**config.mk**
```make
export PLATFORM = sky130hd
export DESIGN_NAME = valid_credit_mc
export DESIGN_NICKNAME = d
export VERILOG_FILES = /design/src/rtl/valid_credit_mc_pkg.sv /design/src/rtl/rr_arbiter.sv /design/src/rtl/valid_credit_mc.sv
export SDC_FILE = /design/constraint.sdc
export NUM_CORES = 1
export LEC_CHECK = 0
export ABC_AREA = 1
export BUFFER_PORTS_ARGS = -buffer_cell sky130_fd_sc_hd__buf_2
export CORE_MARGIN = 5
export CORE_UTILIZATION = 55
export DETAILED_ROUTE_END_ITERATION = 10
export HOLD_SLACK_MARGIN = 0.15
export PLACE_DENSITY = 0.74
export SLEW_MARGIN = 30
export SYNTH_ARGS = -nofsm -noshare
export SYNTH_HDL_FRONTEND = slang
export SYNTH_SLANG_ARGS = --single-unit
```
**constraint.sdc**
```tcl
create_clock -name clk -period 3.94 [get_ports clk]
set_input_delay 0.197 -clock clk [delete_from_list [all_inputs] [get_ports clk]]
set_output_delay 0.197 -clock clk [all_outputs]
set_load 0.01 [all_outputs]
```
**src/rtl/valid_credit_mc_pkg.sv**
```systemverilog
`default_nettype none
// ============================================================================
// Module   : valid_credit_mc_pkg
// Purpose  : Shared derivation functions and the forward-link beat type for
//            the multi-channel valid/credit link (valid_credit_mc).
// Ports    : none (package)
// Revision : 1.0 - initial release
// ============================================================================
package valid_credit_mc_pkg;

  // The link beat is a fixed-width container. It supports up to 16 channels
  // and payloads of up to 64 bits. Bits above the instance's CH_W/DATA_W are
  // always zero.
  localparam int LINK_CH_W   = 4;
  localparam int LINK_DATA_W = 64;

  typedef struct packed {
    logic                   valid;
    logic [LINK_CH_W-1:0]   ch;
    logic [LINK_DATA_W-1:0] data;
  } link_beat_t;

  // A round trip takes VALID_FFS + 1 cycles forward and CREDIT_FFS + 1 cycles
  // back. This is exactly the number of receiver entries needed so that a
  // single channel can stream without a bubble.
  function automatic int calc_depth(input int valid_ffs, input int credit_ffs);
    return valid_ffs + credit_ffs + 2;
  endfunction

  function automatic int calc_ctr_w(input int depth);
    return $clog2(depth + 1);
  endfunction

  function automatic int calc_ch_w(input int num_ch);
    return (num_ch <= 2) ? 1 : $clog2(num_ch);
  endfunction

endpackage
`default_nettype wire

```
**src/rtl/rr_arbiter.sv**
```systemverilog
`default_nettype none
// ============================================================================
// Module   : rr_arbiter
// Purpose  : Round-robin arbiter. It gives a one-hot grant to the first
//            requester found at or above the pointer, wrapping at N. When a
//            grant is taken and advance is set, the pointer moves one past
//            the winner.
// Ports    : clk     in  1  clock
//            reset   in  1  asynchronous active-high reset (pointer -> 0)
//            req     in  N  request vector
//            advance in  1  commit the current grant (pointer update enable)
//            grant   out N  one-hot grant, or zero when nothing requests
// Revision : 1.0 - initial release
// ============================================================================
module rr_arbiter #(
  parameter int N = 4
) (
  input  logic         clk,
  input  logic         reset,
  input  logic [N-1:0] req,
  input  logic         advance,
  output logic [N-1:0] grant
);

  localparam int PW = (N <= 2) ? 1 : $clog2(N);

  logic [PW-1:0] ptr_q, ptr_d;

  always_comb begin
    int idx;
    grant = '0;
    ptr_d = ptr_q;
    idx   = 0;
    for (int i = 0; i < N; i++) begin
      idx = int'(ptr_q) + i;
      if (idx >= N) idx = idx - N;
      if ((grant == '0) && req[idx]) begin
        grant[idx] = 1'b1;
        ptr_d      = (idx == N - 1) ? '0 : PW'(idx + 1);
      end
    end
    if (!advance) ptr_d = ptr_q;
  end

  always_ff @(posedge clk or posedge reset) begin
    if (reset) ptr_q <= '0;
    else       ptr_q <= ptr_d;
  end

endmodule
`default_nettype wire

```
**src/rtl/valid_credit_mc.sv**
```systemverilog
`default_nettype none
// ============================================================================
// Module   : valid_credit_mc
// Purpose  : Multi-channel valid/credit link. A round-robin arbiter picks one
//            channel per cycle that has credit. The chosen beat travels through
//            a shared VALID_FFS-stage pipeline into that channel's receiver
//            FIFO. Each pop sends a credit back through a CREDIT_FFS-stage
//            pipeline.
// Ports    : clk        in  1              clock
//            reset      in  1              asynchronous active-high reset
//            in_valid   in  NUM_CH         sender valid per channel
//            in_data    in  NUM_CH*DATA_W  sender payload per channel
//            in_ready   out NUM_CH         one-hot accept (grant)
//            out_valid  out NUM_CH         receiver FIFO non-empty
//            out_data   out NUM_CH*DATA_W  receiver FIFO heads
//            out_ready  in  NUM_CH         receiver pop enables
//            credit_ctr out NUM_CH*CTR_W   outstanding beats per channel
//            err        out 1              sticky protocol error
// Config   : define VALID_CREDIT_MC_ERR_EN to build error detection. Without
//            it, err is tied low. Overflow still drops the beat and a credit
//            underflow still saturates at 0.
// Revision : 1.0 - initial release
// ============================================================================
module valid_credit_mc
  import valid_credit_mc_pkg::*;
#(
  parameter int DATA_W     = 8,
  parameter int NUM_CH     = 4,
  parameter int VALID_FFS  = 3,
  parameter int CREDIT_FFS = 2
) (
  input  logic                     clk,
  input  logic                     reset,
  input  logic [NUM_CH-1:0]        in_valid,
  input  logic [NUM_CH*DATA_W-1:0] in_data,
  output logic [NUM_CH-1:0]        in_ready,
  output logic [NUM_CH-1:0]        out_valid,
  output logic [NUM_CH*DATA_W-1:0] out_data,
  input  logic [NUM_CH-1:0]        out_ready,
  output logic [NUM_CH*calc_ctr_w(calc_depth(VALID_FFS, CREDIT_FFS))-1:0] credit_ctr,
  output logic                     err
);

  localparam int DEPTH = calc_depth(VALID_FFS, CREDIT_FFS);
  localparam int CTR_W = calc_ctr_w(DEPTH);
  localparam int CH_W  = calc_ch_w(NUM_CH);
  localparam int PTR_W = $clog2(DEPTH);

  logic [NUM_CH-1:0] eligible, grant, pop, credit_ret;
  link_beat_t        beat_in, beat_out;

  // Reset gates the requests so that in_ready stays low during reset, even
  // though grant is combinational.
  rr_arbiter #(.N(NUM_CH)) u_arb (
    .clk     (clk),
    .reset   (reset),
    .req     (eligible & {NUM_CH{~reset}}),
    .advance (1'b1),          // in_ready == grant, so every grant is taken
    .grant   (grant)
  );

  assign in_ready = grant;

  always_comb begin
    beat_in = '0;
    for (int c = 0; c < NUM_CH; c++) begin
      if (grant[c]) begin
        beat_in.valid              = 1'b1;
        beat_in.ch[CH_W-1:0]       = CH_W'(c);
        beat_in.data[DATA_W-1:0]   = in_data[c*DATA_W +: DATA_W];
      end
    end
  end

  // ---------------------------------------------------------------- forward
  if (VALID_FFS > 0) begin : g_vpipe
    link_beat_t stage_q [VALID_FFS];
    always_ff @(posedge clk or posedge reset) begin
      if (reset) begin
        for (int i = 0; i < VALID_FFS; i++) stage_q[i] <= '0;
      end else begin
        stage_q[0] <= beat_in;
        for (int i = 1; i < VALID_FFS; i++) stage_q[i] <= stage_q[i-1];
      end
    end
    assign beat_out = stage_q[VALID_FFS-1];
  end else begin : g_vpass
    assign beat_out = beat_in;
  end

  // ---------------------------------------------------------- credit return
  if (CREDIT_FFS > 0) begin : g_cpipe
    logic [NUM_CH-1:0] cstage_q [CREDIT_FFS];
    always_ff @(posedge clk or posedge reset) begin
      if (reset) begin
        for (int i = 0; i < CREDIT_FFS; i++) cstage_q[i] <= '0;
      end else begin
        cstage_q[0] <= pop;
        for (int i = 1; i < CREDIT_FFS; i++) cstage_q[i] <= cstage_q[i-1];
      end
    end
    assign credit_ret = cstage_q[CREDIT_FFS-1];
  end else begin : g_cpass
    assign credit_ret = pop;
  end

  function automatic logic [PTR_W-1:0] ptr_inc(input logic [PTR_W-1:0] p);
    return (p == PTR_W'(DEPTH - 1)) ? '0 : p + PTR_W'(1);
  endfunction

`ifdef VALID_CREDIT_MC_ERR_EN
  logic [NUM_CH-1:0] wr_drop, ret_underflow;
`endif

  // ------------------------------------------------- per-channel FIFO/credit
  for (genvar c = 0; c < NUM_CH; c++) begin : g_ch
    logic [DATA_W-1:0] mem_q [DEPTH];
    logic [PTR_W-1:0]  rd_q, rd_d, wr_q, wr_d;
    logic [CTR_W-1:0]  cnt_q, cnt_d, cred_q, cred_d;
    logic              wr_en, full, wr_ok;

    assign wr_en = beat_out.valid && (beat_out.ch == LINK_CH_W'(c));
    assign full  = (cnt_q == CTR_W'(DEPTH));
    assign wr_ok = wr_en && !full;     // a beat arriving at a full FIFO is lost

    assign out_valid[c]                  = (cnt_q != '0);
    assign out_data[c*DATA_W +: DATA_W]  = mem_q[rd_q];
    assign pop[c]                        = out_valid[c] && out_ready[c];
    assign eligible[c]                   = in_valid[c] && (cred_q < CTR_W'(DEPTH));
    assign credit_ctr[c*CTR_W +: CTR_W]  = cred_q;

`ifdef VALID_CREDIT_MC_ERR_EN
    assign wr_drop[c]       = wr_en && full;
    assign ret_underflow[c] = credit_ret[c] && !grant[c] && (cred_q == '0);
`endif

    always_comb begin
      rd_d   = rd_q;
      wr_d   = wr_q;
      cnt_d  = cnt_q;
      cred_d = cred_q;
      if (wr_ok)  wr_d = ptr_inc(wr_q);
      if (pop[c]) rd_d = ptr_inc(rd_q);
      if (wr_ok && !pop[c])      cnt_d = cnt_q + CTR_W'(1);
      else if (!wr_ok && pop[c]) cnt_d = cnt_q - CTR_W'(1);
      // If a grant and a returned credit arrive together, they cancel out.
      // A credit returned at zero saturates.
      if (grant[c] && !credit_ret[c])                      cred_d = cred_q + CTR_W'(1);
      else if (credit_ret[c] && !grant[c] && cred_q != '0) cred_d = cred_q - CTR_W'(1);
    end

    always_ff @(posedge clk or posedge reset) begin
      if (reset) begin
        rd_q   <= '0;
        wr_q   <= '0;
        cnt_q  <= '0;
        cred_q <= '0;
      end else begin
        rd_q   <= rd_d;
        wr_q   <= wr_d;
        cnt_q  <= cnt_d;
        cred_q <= cred_d;
      end
    end

    // Storage needs no reset, because cnt_q marks which entries are valid.
    always_ff @(posedge clk) begin
      if (wr_ok) mem_q[wr_q] <= beat_out.data[DATA_W-1:0];
    end
  end

`ifdef VALID_CREDIT_MC_ERR_EN
  logic err_q;
  always_ff @(posedge clk or posedge reset) begin
    if (reset)                           err_q <= 1'b0;
    else if (|wr_drop || |ret_underflow) err_q <= 1'b1;
  end
  assign err = err_q;
`else
  assign err = 1'b0;
`endif

endmodule
`default_nettype wire

```
**Word-level counts from Yosys, hierarchy flattened**

Memory sizes are Yosys's and may differ from the RTL's.
Index checks and enable logic that the tools add are counted.

- Add/sub/neg operators: 35
- $lt $le $gt $ge: 16
- Equal/unequal tests: 19
- Muxes and demuxes: 79
- Bitwise logic cells: 5
- Reduce and logical (&&, ||, !) cells: 84

Operator list:

| kind | count |
|---|---|
| equality test 32 x 3 -> 1 bit, second input constant | 4 |
| >= comparator 32 x 1 -> 1 bit, second input constant | 4 |
| less-than comparator 32 x 4 -> 1 bit, second input constant | 4 |
| two-way mux 32 bit | 4 |
| >= comparator 32 x 4 -> 1 bit, second input constant | 3 |
| subtractor 32 x 4 -> 32 bit, second input constant | 3 |
| two-way mux 3 bit | 24 |
| adder 3 x 1 -> 3 bit, second input constant | 16 |
| logical AND 1 bit | 43 |
| equality test 3 bit, second input constant | 12 |
| two-way mux 8 bit | 4 |
| two-way mux 1 bit | 25 |
| nonzero test 3 bit | 8 |
| subtractor 3 x 1 -> 3 bit, second input constant | 8 |
| logical NOT 1 bit | 20 |
| two-way mux 2 bit | 10 |
| logical NOT 4 bit | 4 |
| two-way mux 4 bit | 4 |
| nonzero test 2 bit | 8 |
| less-than comparator 3 bit, second input constant | 4 |
| bitwise OR 4 bit | 3 |
| adder 2 bit, second input constant | 4 |
| binary-select mux 1 bit (select 2 bit) | 4 |
| demux 1 bit (select 2 bit) | 4 |
| 9 further kinds | 11 |

- Register bits: 91
- Memory bits (writable): 224
- Input bits: 42
- Word-level logic and storage cells: 270
- Memories: 4

Memory list:

| name | depth | width | read ports | clocked after memory_dff | write ports | RTL line | RTL |
|---|---|---|---|---|---|---|---|
| g_ch[0].mem_q | 7 | 8 | 1 | 0 | 1 | valid_credit_mc.sv:117 | `logic [DATA_W-1:0] mem_q [DEPTH];` |
| g_ch[1].mem_q | 7 | 8 | 1 | 0 | 1 | valid_credit_mc.sv:117 |  |
| g_ch[2].mem_q | 7 | 8 | 1 | 0 | 1 | valid_credit_mc.sv:117 |  |
| g_ch[3].mem_q | 7 | 8 | 1 | 0 | 1 | valid_credit_mc.sv:117 |  |

**Depth between registers and ports, before layout**

Gate-level depths: netlist of the first run.

- Depth in word-level cells: 21
- Depth in mapped cells: 25
- Mapped depth without buffers: 25

**By module**

A second synthesis of the first run with hierarchy kept.

- Cell total of the unflattened synthesis: 1315
- Area total of the unflattened synthesis: 13889.6 µm²

Modules (own cells, without submodules):

| module | instances | cells an instance | area an instance (µm²) |
|---|---|---|---|
| valid_credit_mc | 1 | 1199 | 13136.3 |
| rr_arbiter | 1 | 116 | 753.2 |

**Worst setup path before layout of the first run**

Ideal clock, no wire load.

- Path kind: flip-flop to flip-flop
- From: register u_arb.ptr_q[0]
- To: register g_ch[2].cred_q[2]
- Library setup time: 117 ps
- Arrival: 2955 ps
- Data required time: 3823 ps
- Slack: 869 ps
- Cell stages (with the launch flop): 19
- Period minus slack after synthesis: 3071 ps
- Cell sequence: dfrtp_1 > buf_6 > inv_2 > ha_1 > o41ai_2 > nand3_1 > nand2_2 > nor2_4 > nand3_1 > nand3_2 > nor2_4 > nand3_2 > nand2_4 > buf_12 > nand2_4 > fa_1 > nand3b_1 > nand3_1 > nand2_1

- Cells in the longest elaborated chain, start to end: 20
- Elaborated cells on any way between the ends: 66
- Those cells by class: 7 x add/sub; 12 x order compare; 29 x mux; 3 x bitwise; 15 x reduce/logical

Ends and longest elaborated chain:

| element | RTL line | RTL |
|---|---|---|
| start, declared | rr_arbiter.sv:27 | `logic [PW-1:0] ptr_q, ptr_d;` |
| start signal, assigned | rr_arbiter.sv:47 | `else ptr_q <= ptr_d;` |
| parallel branches: the longest is 15 deep, another holds subtractor 32 x 4 -> 32 bit | -- |  |
| two-way mux 4 bit * | rr_arbiter.sv:37 | `if ((grant == '0) && req[idx]) begin` |
| logical NOT 1 bit | valid_credit_mc.sv:149 | `else if (credit_ret[c] && !grant[c] && cred_q != '0) cred_d = cred_q - CTR_W'(1);` |
| logical AND 1 bit (2 in series) | valid_credit_mc.sv:149 |  |
| nonzero test 2 bit (no line) | -- |  |
| end signal, assigned | valid_credit_mc.sv:162 | `cred_q <= cred_d;` |
| end, declared | valid_credit_mc.sv:119 | `logic [CTR_W-1:0] cnt_q, cnt_d, cred_q, cred_d;` |

Every way passes the cells marked *. The select of a mux whose other input is x is not followed.
A chain may end at the register's enable or synchronous reset.

==> results of run 1 <==
[metrics by stage]
stage | cell area [um2] | total power, W
after global routing | 15400 | 0.0149
after floorplan | 13400 | 0.00908
after global placement | 14200 | 0.0104
after detailed placement | 14200 | 0.0106
after CTS | 15400 | 0.0139
final | 15400 | 0.0139
[critical path: stages (launching register included)]
cell and delay [ps]:
sky130_fd_sc_hd__dfrtp_2 480, sky130_fd_sc_hd__inv_2 120, sky130_fd_sc_hd__ha_1 310, sky130_fd_sc_hd__o41ai_2 510, sky130_fd_sc_hd__nand3_1 170, sky130_fd_sc_hd__nand2_2 130, sky130_fd_sc_hd__nor2_4 60, sky130_fd_sc_hd__nand3_1 120
sky130_fd_sc_hd__nand2_2 90, sky130_fd_sc_hd__nor2_4 150, sky130_fd_sc_hd__nand3_2 110, sky130_fd_sc_hd__nand2_4 190, sky130_fd_sc_hd__inv_2 150, sky130_fd_sc_hd__nand2_1 90, sky130_fd_sc_hd__nand2_1 60, sky130_fd_sc_hd__a21oi_1 150
sky130_fd_sc_hd__dlygate4sd3_1 610
[logic make-up after synthesis]
kind of cell | Yosys count | synth area share
and+or+nand+nor | 486 | 0.157
muxes | 1 | 0.000838
DFF | 315 | 0.670
adders and majority gates | 18 | 0.0212
buffers and inverters | 152 | 0.0471
other | 1 | 0.000279
AOI/OAI and AO/OA | 209 | 0.0945
xor gates and xnor gates | 13 | 0.00903
[layer usage]
metal | track usage | up-vias
met5 | 0 | -
met4 | 0.0637 | 0
met3 | 0.0286 | 58
met2 | 0.342 | 249
met1 | 0.263 | 4350
li1 | - | 4333
[worst paths after layout]
path                                        end  slack (ps)  cells after the start
setup / recovery           g_vpipe.stage_q[139]         360                     16
hold / removal              g_cpipe.cstage_q[6]         180                      3
setup reg to reg           g_vpipe.stage_q[139]         360                     16
hold reg to reg                     beat_out[6]         350                      0
max in group asynchronous           beat_out[5]        2580                      4
min in group asynchronous     g_ch[2].cred_q[0]         340                      3
[where the power goes]
group	internal (W)	switching [W]
clock	0.00184	0.00118
sequential	0.00459	0.000957
combinational	0.00201	0.00329
total	0.00844	0.00543
[flip-flops by register name, indices dropped and copies added, names as in the netlist]
name / flops
u_arb.ptr_q: 2
g_ch.mem_q: 224
g_ch.cred_q: 12
g_vpipe.stage_q: 22
credit_ret: 4
beat_out: 11
g_cpipe.cstage_q: 4
g_ch.cnt_q: 12
g_ch.wr_q: 12
g_ch.rd_q: 12
[cell usage in the layout, fill, tap and decap left out, types with 12 or more instances in the layout]
| master | Yosys | routed |
|---|---|---|
| sky130_fd_sc_hd__nand2_1 | 239 | 239 |
| sky130_fd_sc_hd__edfxtp_1 | 224 | 224 |
| sky130_fd_sc_hd__nor2_1 | 118 | 118 |
| sky130_fd_sc_hd__buf_2 | 1 | 93 |
| sky130_fd_sc_hd__inv_1 | 93 | 92 |
| sky130_fd_sc_hd__dfrtp_1 | 91 | 85 |
| sky130_fd_sc_hd__nand3_1 | 84 | 84 |
| sky130_fd_sc_hd__o21ai_0 | 69 | 69 |
| sky130_fd_sc_hd__a21oi_1 | 66 | 66 |
| sky130_fd_sc_hd__clkbuf_16 | 0 | 32 |
| sky130_fd_sc_hd__o211ai_1 | 21 | 21 |
| sky130_fd_sc_hd__o311ai_0 | 21 | 21 |
| sky130_fd_sc_hd__dlygate4sd3_1 | 0 | 20 |
| sky130_fd_sc_hd__clkinv_1 | 8 | 12 |
[what timing repair did]
item,CTS,global route
setup endpoints to repair,0,1
hold endpoints to repair,65,0
gates resized for setup,0,1
hold buffers,20,0
[cell type report]
cell class                 count  area, um2  area share
sequential                   315       9010       0.584
inverter                     107        404      0.0262
tap                          324        405      0.0263
multi-input combinational    728       3800       0.246
timing repair buffer         124        748      0.0485
clock buffer                  42        898      0.0582
clock inverter                14        168      0.0109
==> metrics list, run 1 <==
- Fraction of post-synthesis cell area in the top cell type by area: 0.501
- Number of flip-flops and latches in the synthesized netlist: around 320
* Die width: 166 um
- Of the available clock period, the critical path in the final layout requires 0.908.
- The startpoint identified for the worst hold timing path is out_ready[2].
* Max-slew violation total from the final report: 0
- The final layout contains routed wiring with a total length of 27700 um.
- ANT nets after route: 0
- Summed over all layers, the global routing overflow is 0.
* Sum of met3 wire segment lengths after detailed routing: about 1500 um
- Along the worst path, the maximum fanout reaches 12.
- In this run the tightest slew margin relative to its limit is 0.380.
- Counting tap cells, the placed design contains a total of 1578 instances.
* Ys flop type: sky130_fd_sc_hd__edfxtp_1
- Worst VDD drop: ~0.94 mV
* Vias in the first global route: around 9000
* Met2 wire length: approximately 14000 um
- Of the cells placed in the final design, the portion with a size suffix greater than 1 is 0.154.
- For the worst setup path, the data required time is 4410 ps.
- TritonCTS built the clock tree.
- Setup-violating endpoint count in the final report: 0
- The congestion estimate from routability-driven global placement came to 0.856.
- Sequential-to-total area share from yosys stat: 0.670
- After floorplanning, the core was divided into 57 placement rows.
- Via-to-Cell Ratio: ~5.4
- On the final layout, the worst hold slack is roughly 180 ps.
* Global-route wire length before repair: roughly 45000 um
- Fraction of registers with async set or reset after synthesis: 0.289
- Synthesis produced a netlist whose cell count is 1195.
* Worst-Skew Late Latency: approximately 550 ps
* Post-CTS clock slew at the launch and capture registers of the worst setup and hold paths: roughly 60 ps
- Area of the die: ~28000 um2
* H-tree levels: 1
- Post-route setup slack: about 360 ps
- In the global route stage, overall resource usage came out at 0.199.
- Time the worst path needs with I/O delays and setup: 3580 ps
* Area leader, netlist: sky130_fd_sc_hd__edfxtp_1
* TritonCTS sink count: 315
* Highest metal layer used by the detailed router: met4
- Cell chosen for the clock root: sky130_fd_sc_hd__clkbuf_16
- Leakage: roughly 6.1 nW
* Number of antenna cells inserted: 0
- M1 wire length: approximately 12000 um
- Run status: completed
- Max-Cap Viols: 0
- The area growth from synthesis to layout is 14.9%.
- Boundary pin count: 95
- The critical path starts at u_arb.ptr_q[0].
* Class of the tightest hold or removal check: primary input to flip-flop
* Die span in y: around 170 um
* Initial antenna violation count: 0
- Number of distinct library cell variants in the gate-level netlist after synthesis: between 40 and 50
* First drt pass iteration count: 5
* Post-synth design cell area: roughly 13000 um2
- Most used standard cell by instance count after synthesis: sky130_fd_sc_hd__nand2_1
- HPWL after DPL: between 15000 and 20000 um
* Number of flops mapped to enable cells by yosys: around 220
* Data arrival time of the critical path: 4040 ps
- After synthesis, the mean cell area works out to about 11 um2.
- Input and output buffers added on the ports amount to slightly above 90.
* Violation count after the first detailed-routing iteration: approximately 650
- Yosys printed 0 warnings.
- Power per cell area: 899 nW/um2
- Largest net degree at the start of global routing: 52
- The worst setup path is captured at a flip-flop.
- Critical path type: flip-flop to flip-flop
- For this block, the via count after detailed routing is between 8000 and 9000.
- For this run, the post-layout net count is roughly 1400.
- The number of setup buffers added after CTS is 0.
- Worst clock skew on the final layout: ~14 ps
* RSZ-0062 raised after global routing: false
* Setup TNS: 0 ps
- The core region is between 20000 and 25000 um2.
- Fmax: between 200 and 300 MHz
* Count of final hold-check violations: 0
- Once layout is complete, the utilization of the core stands at 0.638.
* Number of clock buffers inserted by TritonCTS: 30
- Pre-CTS worst setup slack: roughly 430 ps
* Worst-margin pin slew: slightly above 900 ps
- The count of cells in the finished layout, fillers not included, comes to 1654.
- The number of nets handed over by synthesis was 1255.
- In the synthesized netlist, the cells that appear most often are sky130_fd_sc_hd__nand2_1 (239), sky130_fd_sc_hd__edfxtp_1 (224), sky130_fd_sc_hd__nor2_1 (118), sky130_fd_sc_hd__inv_1 (93), sky130_fd_sc_hd__dfrtp_1 (91).
* Remaining DRCs: 0
- After synthesis, the cell types taking the most area are sky130_fd_sc_hd__edfxtp_1 (50%), sky130_fd_sc_hd__dfrtp_1 (17%), sky130_fd_sc_hd__nand2_1 (6.7%), sky130_fd_sc_hd__nor2_1 (3.3%), sky130_fd_sc_hd__nand3_1 (3.1%).
* Post-detailed-route wirelength per cell: approximately 17 um
- Crit start category: flip-flop
- Count of filler cells inserted in the layout: ~1800
* Worst R2R Start: u_arb.ptr_q[0]
- Starting Density: 0.556
* Bufs on Longest Clock Path: 3
(Power assumes the default switching activity.)
==> run 2: changes to the inputs <==
--- a/config.mk
+++ b/config.mk
@@ -15,4 +15,5 @@
 export SLEW_MARGIN = 30
 export SYNTH_ARGS = -nofsm -noshare
 export SYNTH_HDL_FRONTEND = slang
+export SYNTH_HIERARCHICAL = 1
 export SYNTH_SLANG_ARGS = --single-unit
==> constraint.sdc (replaced) <==
create_clock -name clk -period 3.94 [get_ports clk]
set_input_delay 0.591 -clock clk [delete_from_list [all_inputs] [get_ports clk]]
set_output_delay 0.591 -clock clk [all_outputs]
set_load 0.01 [all_outputs]
==> run 2 against run 1 <==
- utilization shrank 0.86 points
- wire length increased by 3.0%
- cell count is 7.3% higher
- largest power group is now combinational logic
- die area is 3.2% higher
- critical path type is now primary input to output pin
- first-iteration DRC count fell by 12%
- total power decreased by 1.8%
- flip-flop and latch count is the same
- clock skew rose by 2.2 ps
- synthesized area grew 3.4%
- via count increased by 3.9%
- combinational power grew 5.1%
==> metrics list, run 2 <==
* Cells along the critical path: dlygate4sd3_1, buf_6, clkinvlp_4, nand3_1, inv_2, nand2_1, nand3_1, nand2_1, inv_1, nand2_2, inv_4, nand3_2, nand2_2, nor2_1, nand3_2, nand3_2, nor2_4, nand3_2, nand3_4, buf_6, buf_2
- The post-synthesis average cell area was 10.6 um2 (-6.1%).
- The residual antenna-violating net count after detailed routing is 0 (unchanged).
- The max-slew violation count is 0 (unchanged).
* Data arrival time of the critical path: 3190 ps (-850 ps)
- Most common cell after layout, fill and taps aside: sky130_fd_sc_hd__nand2_1
- The CTS buffer count came to 30 (unchanged).
* Fraction of post-synthesis cell area in the top cell type by area: 0.484 (-0.0163)
- The area of the core is 25000 um2 (+3.6%).
- Count of filler cells inserted in the layout: 1945 (+8.5%)
* Crit start category: primary input
- Worst slew margin: 0.414 (+0.0347)
- The worst setup path is of the primary input to output pin kind.
- The area taken by multi-input logic gates is 4220 um2 (+11%).
- The static power due to leakage is 6.78 nW (+11%).
- Area leader, netlist: sky130_fd_sc_hd__edfxtp_1
- The fraction of registers with async set/reset came to 0.289 (unchanged).
* Ranking of synthesized cells by instance count: sky130_fd_sc_hd__nand2_1 (407), sky130_fd_sc_hd__edfxtp_1 (224), sky130_fd_sc_hd__inv_1 (135), sky130_fd_sc_hd__nand3_1 (103), sky130_fd_sc_hd__dfrtp_1 (91)
* Setup-violating endpoint count in the final report: 0 (unchanged)
- Top Registers: g_ch.mem_q x224, g_vpipe.stage_q x22
* Global-route wire length before repair: 46400 um (+2.2%)
- Crit path buffers/inverters: 8 (+5)
- Overflow left after global routing: 0 (unchanged)
- The initial antenna violation count came to 0 (unchanged).
- CP max FO: 6 (-6)
* Most used standard cell by instance count after synthesis: sky130_fd_sc_hd__nand2_1
- Placed Instance Area: 14700 um2 (+3.9%)
- Number of distinct library cell variants in the gate-level netlist after synthesis: 41 (-4.7%)
- Sequential-to-total area share from yosys stat: 0.648 (-0.0219)
* Worst-margin pin slew: 875 ps (-55.3 ps)
* Time the worst path needs with I/O delays and setup: 3780 ps (+207 ps)
* Boundary pin count: 95 (unchanged)
* Worst VDD drop: 0.866 mV (-7.4%)
- All-Layer GR Usage: 0.201 (+0.00192)
* Vias in the first global route: 9065 (+0.23%)
* Number of flip-flops and latches in the synthesized netlist: 315 (unchanged)
- Die span in y: 169 um (+1.6%)
- The clock network latency to the later pin of the worst-skew pair was 540 ps (about the same).
* Remaining DRCs: 0 (unchanged)
- Cell chosen for the clock root: sky130_fd_sc_hd__clkbuf_16
- Post-route total power: 0.0136 W (-1.8%)
- H-tree levels: 1 (unchanged)
* Cells after Synth: 1315 (+10%)
* Post-CTS clock slew at the launch and capture registers of the worst setup and hold paths: 60 ps (about the same)
- The number of port buffers is 93 (unchanged).
- Class of the tightest hold or removal check: primary input to flip-flop
* Worst clock skew on the final layout: 16.0 ps (+2.24 ps)
* Number of flops mapped to enable cells by yosys: 224 (unchanged)
* Sequential cell area: 9020 um2 (about the same)
- Max-Cap Viols: 0 (unchanged)
- The detail-routed net length per standard cell is 16.1 um (-4.0%).
- Number of antenna cells inserted: 0 (unchanged)
* Post-synth design cell area: 13900 um2 (+3.4%)
* Top cells by area, synth: sky130_fd_sc_hd__edfxtp_1 (48%), sky130_fd_sc_hd__dfrtp_1 (16%), sky130_fd_sc_hd__nand2_1 (11%), sky130_fd_sc_hd__nand3_1 (3.7%), sky130_fd_sc_hd__inv_1 (3.6%)
- Vias post-DR: 9340 (+3.9%)
- Critical Path End Type: output pin
- The post-route cell area came to 15800 um2 (+2.2%).
- Largest net degree at the start of global routing: 53 (+1.9%)
- The delay contributed by the slowest stage of the critical path came to 550 ps (-60 ps).
- Clock tree from TritonCTS: done
- The period utilization came to 0.961 (+0.0524).
* Run status: completed
- The number of iterations in the first detailed-routing pass was 5 (unchanged).
- The starting utilization of the core area is 0.555 (-0.000990).
* Cell family with most CP delay: simple AND/OR/NAND/NOR gates
* Total wire length: 28600 um (+3.0%)
* Net count, final: 1482 (+8.5%)
* Fmax: 264 MHz (-5.5%)
- # rows: 58 (+1.8%)
- Bufs on Longest Clock Path: 3 (unchanged)
- Flip-flop count of the largest register, all copies and words added: 224 (unchanged)
- The Yosys warning count is 6 (+6).
- The final number of hold-violating endpoints was 0 (unchanged).
- The DRC violation total after the first TritonRoute iteration was 570 (-12%).
- The final-layout worst hold slack was 268 ps (+85.6 ps).
* Cell mode on critical path: sky130_fd_sc_hd__nand3_2
- Relative to the synthesized area, the layout overhead comes to 13.5%.
* HPWL after DPL: 18500 um (+5.6%)
- The share of final-layout standard cells stronger than drive strength 1 came to 0.175 (+0.0211).
- Number of nets produced by synthesis: 1377 (+9.7%)
- Top reg by flops: g_ch.mem_q
* Req. time, crit path: 3350 ps (-1060 ps)
* Ys flop type: sky130_fd_sc_hd__edfxtp_1
- The TritonCTS sink count came to 315 (unchanged).
- In the layout the commonest cells are sky130_fd_sc_hd__nand2_1 (404), sky130_fd_sc_hd__edfxtp_1 (224), sky130_fd_sc_hd__inv_1 (127), sky130_fd_sc_hd__nand3_1 (95), sky130_fd_sc_hd__buf_2 (92).
- The total die area is 28500 um2 (+3.2%).
* Standard cell with the maximum stage delay on the critical path: sky130_fd_sc_hd__dlygate4sd3_1
- Die width: 169 um (+1.6%)
- The via density per instance was 5.26 (-3.1%).
- Last weighted congestion value of the routability-driven placer: 0.884 (+3.2%)
* Power per cell area: 864 nW/um2 (-3.9%)
-- run 2: final cells by class --
class / count / share of cell area
Sequential cell: 315 / 0.572
Clock buffer: 37 / 0.0519
Multi-Input combinational cell: 813 / 0.268
Timing Repair Buffer: 113 / 0.0401
Tap cell: 330 / 0.0262
Clock inverter: 19 / 0.00579
Inverter: 147 / 0.0365
-- run 2: kinds of logic (layout without fill, tap and decap cells) --
group                      Yosys count  in the layout  share of synthesized area
and+or+nand+nor                    632            632                      0.194
adders and majority gates           20             20                     0.0223
AOI/OAI and AO/OA                  145            145                     0.0687
other                                2              2                   0.000541
xor gates and xnor gates            14             14                    0.00883
DFF                                315            315                      0.648
buffers and inverters              187            316                     0.0574
-- run 2: timing repair --
item,in CTS,in global routing
setup buffers,0,11
endpoints found under the setup margin,2,5
hold buffers,1,0
hold endpoints to repair,2,0
resized for setup,1,9
pin swaps,0,6
gates cloned,0,0
-- run 2: metrics by stage --
stage / setup slack [ps] / setup TNS, ps / util / std cells
2_1_floorplan: -676 / -7990 / - / 1315
3_3_place_gp: 455 / 0 / 0.586 / 1706
3_5_place_dp: 279 / 0 / 0.587 / 1706
4_1_cts: 73.0 / 0 / 0.624 / 1763
5_1_grt: -49.6 / -152 / 0.630 / 1774
6_report: 155 / 0 / 0.630 / 1774
-- run 2: path summary, 6_finish.rpt --
path	from	to	slack, ps	depth (start not counted)
setup / recovery	reset	in_ready[3]	160	21
min in group asynchronous	reset	u_arb/ptr_q[0]	480	3
setup reg to reg	u_arb/ptr_q[1]	g_ch[1].cred_q[2]	390	27
hold reg to reg	g_vpipe.stage_q[134]	beat_out[65]	340	0
max in group asynchronous	reset	beat_out[2]	2560	4
hold / removal	in_data[4]	g_vpipe.stage_q[142]	270	3
-- run 2: layer usage --
layer / up-vias / part of all wire / track usage
li1: 4589 / - / -
met1: 4419 / 0.43 / 0.275
met2: 283 / 0.50 / 0.345
met3: 49 / 0.058 / 0.0255
met4: 0 / 0.019 / 0.0490
met5: - / 0 / 0
-- run 2: power breakdown --
group / internal [W] / switching, W
Clock: 0.00147 / 0.00117
Sequential: 0.00451 / 0.000899
Combinational: 0.00204 / 0.00353
Total: 0.00802 / 0.00560
-- run 2: worst reg2reg max path, delay by kind of cell, from the launching register on --
kind / cells / cell delay (ps)
AOI/OAI and AO/OA: 1 / 170
DFF: 1 / 450
adders and majority gates: 2 / 680
buffers and inverters: 9 / 830
and+or+nand+nor: 15 / 1320
==> run 3: changes to the inputs <==
--- a/config.mk
+++ b/config.mk
@@ -6,7 +6,7 @@
 export NUM_CORES = 1
 export LEC_CHECK = 0
 export ABC_AREA = 1
-export BUFFER_PORTS_ARGS = -buffer_cell sky130_fd_sc_hd__buf_2
+export BUFFER_PORTS_ARGS = -buffer_cell sky130_fd_sc_hd__buf_4
 export CORE_MARGIN = 5
 export CORE_UTILIZATION = 55
 export DETAILED_ROUTE_END_ITERATION = 10
==> run 3 against run 2 <==
- combinational power rose by 3%
- register-to-register slack gained 40 ps
- global-route usage rose by 0.50 points
- wire length increased by 1.0%
- clock skew is 2.8 ps lower
- cell count shrank 0.28%
- total power is 2.8% higher
- critical path type unchanged
- largest cell class unchanged
- largest power group unchanged
==> metrics list, run 3 (synthesized netlist as in run 2, its figures left out) <==
- The pin count of the biggest net entering global routing came to 53 (unchanged).
- Setup TNS: 0 ps (unchanged)
* Post-detailed-route wirelength per cell: 16.3 um (+1.3%)
- Area of the die: 28500 um2 (unchanged)
* Vias in the first global route: 9323 (+2.8%)
- First drt pass iteration count: 5 (unchanged)
- The clock-pin transition on the worst setup and hold timing paths was 60 ps (about the same).
* Worst VDD drop: 0.678 mV (-22%)
- Share of the clock period used by the worst path after layout: 0.963 (+0.00251)
- The detailed-placement wirelength estimate came to 18900 um (+2.3%).
- The static power due to leakage came to 6.85 nW (+0.94%).
- Last weighted congestion value of the routability-driven placer: 0.882 (-0.24%)
- The number of nets in the finished design came to 1477 (-0.34%).
* Worst R2R Setup Slack: 430 ps (+40 ps)
* Sequential cell area: 9020 um2 (unchanged)
* Clk network pwr share: 0.204 (+0.010)
* Multi-input gate area: 4230 um2 (about the same)
* Flip-flop count of the largest register, all copies and words added: 224 (unchanged)
* Part of the power in registers: 0.385 (-0.012)
- In the layout the commonest cells are sky130_fd_sc_hd__nand2_1 (404), sky130_fd_sc_hd__edfxtp_1 (224), sky130_fd_sc_hd__inv_1 (126), sky130_fd_sc_hd__buf_4 (104), sky130_fd_sc_hd__nand3_1 (95).
* Time the worst path needs with I/O delays and setup: 3790 ps (+9.87 ps)
- Cells along the critical path: dlygate4sd3_1, buf_4, clkinvlp_4, nand3_1, inv_1, inv_1, nand2_2, nand3_2, nand2_4, o31ai_4, nand3_1, nand2_1, nor2_2, nand3_2, nand2_2, nor2_4, buf_4, a31o_4, buf_4
- Top Registers: g_ch.mem_q x224, g_vpipe.stage_q x22
- The worst setup path is captured at an output pin.
- The overall die height came to 169 um (unchanged).
* Count of final hold-check violations: 0 (unchanged)
- The worst-case clock buffer depth was 3 (unchanged).
* Overflow left after global routing: 0 (unchanged)
- The arrival time reported for the critical path endpoint was 3200 ps (about the same).
* Count of filler cells inserted in the layout: 1923 (-1.1%)
- Layout overhead on the synthesized area: 15.6%
- Global routing usage on met2: 0.364 (+0.0193)
- The worst hold path begins at in_data[7].
- The critical path starts at reset.
* Via-to-Cell Ratio: 5.29 (+0.44%)
- Vias post-DR: 9355 (+0.16%)
* All-Layer GR Usage: 0.206 (+0.00497)
- The starting utilization of the core area came to 0.555 (unchanged).
* Fraction of the core area covered by cells at the end of the flow: 0.641 (+0.0116)
- On the critical path the largest part of the delay comes from buffers and inverters.
* Initial antenna violation count: 0 (unchanged)
- Cell chosen for the clock root: sky130_fd_sc_hd__clkbuf_16
- Most common cell after layout, fill and taps aside: sky130_fd_sc_hd__nand2_1
- The DRC violation count after routing came to 0 (unchanged).
* Die width: 169 um (unchanged)
- Worst-margin pin slew: 849 ps (-25.8 ps)
* Crit start category: primary input
- Violation count after the first detailed-routing iteration: 584 (+2.5%)
* Proportion of power drawn by combinational gates: 0.411 (+0.002)
* Switching power: 0.00560 W (about the same)
* Internal portion of total power: 0.00839 W (+4.7%)
* Cell mode on critical path: sky130_fd_sc_hd__buf_4
* Worst clock skew on the final layout: 13.2 ps (-2.81 ps)
* Worst R2R Start: u_arb/ptr_q[1]
- The flow ran to the end, and the final reports show no timing, DRC or antenna violations.
- The delay contributed by the slowest stage of the critical path was 530 ps (-20 ps).
* Total wire length: 28900 um (+1.0%)
- ANT nets after route: 0 (unchanged)
- The met3 usage was 0.0285 (+0.00304).
* Floorplan Core Area: 25000 um2 (unchanged)
- The share of final-layout standard cells stronger than drive strength 1 was 0.172 (-0.00356).
* Number of antenna cells inserted: 0 (unchanged)
- Crit path buffers/inverters: 7 (-1)
* Standard cell with the maximum stage delay on the critical path: sky130_fd_sc_hd__dlygate4sd3_1
* H-tree levels: 1 (unchanged)
- Worst-Skew Late Latency: 540 ps (about the same)
- Boundary pin count: 95 (unchanged)
- g_ch.mem_q holds more flip-flops than any other register.
- The CTS buffer count came to 30 (unchanged).
- Clock tree from TritonCTS: done
* Critical path type: primary input to output pin
- Fmax: 264 MHz (-0.26%)
* # rows: 58 (unchanged)
- Class of the tightest hold or removal check: primary input to flip-flop
- The max-slew violation count is 0 (unchanged).
- The layer flagged by global routing as most heavily used is met2.
- Global Route met1 Usage: 0.271 (-0.00423)
- The total power density per cell area came to 872 nW/um2 (+0.92%).
- Worst slew margin: 0.432 (+0.0173)
- CP max FO: 6 (unchanged)
* Global-route wire length before repair: 47400 um (+2.1%)
* Count of buffers from port buffering: 93 (unchanged)
* TritonCTS sink count: 315 (unchanged)
- Max-Cap Viols: 0 (unchanged)
- Setup-violating endpoint count in the final report: 0 (unchanged)
* Net Sw Frac: 0.400 (-0.0108)
- Req. time, crit path: 3350 ps (about the same)
- RSZ-0062 raised after global routing: true
==> run 3: stage by stage <==
step / cell area [um2] / setup slack, ps / hold WS [ps] / instances / power, W
global placement: 14900 / 359 / 332 / 1706 / 0.0108
finish: 16100 / 145 / 281 / 1769 / 0.0140
CTS: 15900 / 10.7 / 260 / 1763 / 0.0139
floorplan: 14000 / -676 / 331 / 1315 / 0.00919
global route: 16100 / -14.6 / 281 / 1769 / 0.0151
detailed placement: 14900 / 234 / 335 / 1706 / 0.0110
==> run 3: routing by layer <==
| metal | up-vias | wire length, um |
|---|---|---|
| met5 | - | 0 |
| met4 | 0 | 540 |
| met3 | 45 | 1590 |
| met2 | 284 | 14700 |
| met1 | 4436 | 12000 |
| li1 | 4590 | - |
==> run 3: final timing paths <==
check | end | cells past startpoint
max in group asynchronous | beat_out[5] | 4
setup reg to reg | g_ch[1].cred_q[2] | 27
hold / removal | g_vpipe.stage_q[145] | 3
min in group asynchronous | u_arb/ptr_q[0] | 3
hold reg to reg | g_vpipe.stage_q[133] | 0
setup / recovery | in_ready[1] | 19
==> run 3: worst register-to-register path: cells and delay by family, from the launching register on <==
family / cells / cell delay (ps)
AND/OR/NAND/NOR: 15 / 1320
buffers and inverters: 9 / 800
flip-flops: 1 / 410
adder cells (fa/ha/maj): 2 / 680
AO/OA/AOI/OAI: 1 / 200
==> run 3: layout make-up <==
type,instances,area share
clock buffer,41,0.0519
clock inverter,15,0.00966
inverter,147,0.0361
multi-input combinational,813,0.263
sequential,315,0.561
tap,330,0.0257
timing repair buffer,108,0.0521
==> run 3: what timing repair did <==
item	in CTS	in global routing
setup endpoints to repair	2	5
pin swaps	0	5
endpoints found under the hold margin	2	0
buffers inserted	0	6
hold buffers	1	0
gates resized for setup	2	11
==> run 3: power by group through the flow <==
stage	clock network [W]	logic, W	registers, W
final	0.00285	0.00575	0.00540
after CTS	0.00290	0.00556	0.00541
after global placement	0	0.00539	0.00542
after floorplan	0	0.00416	0.00503
after global routing	0.00305	0.00650	0.00551
after detailed placement	0	0.00553	0.00546
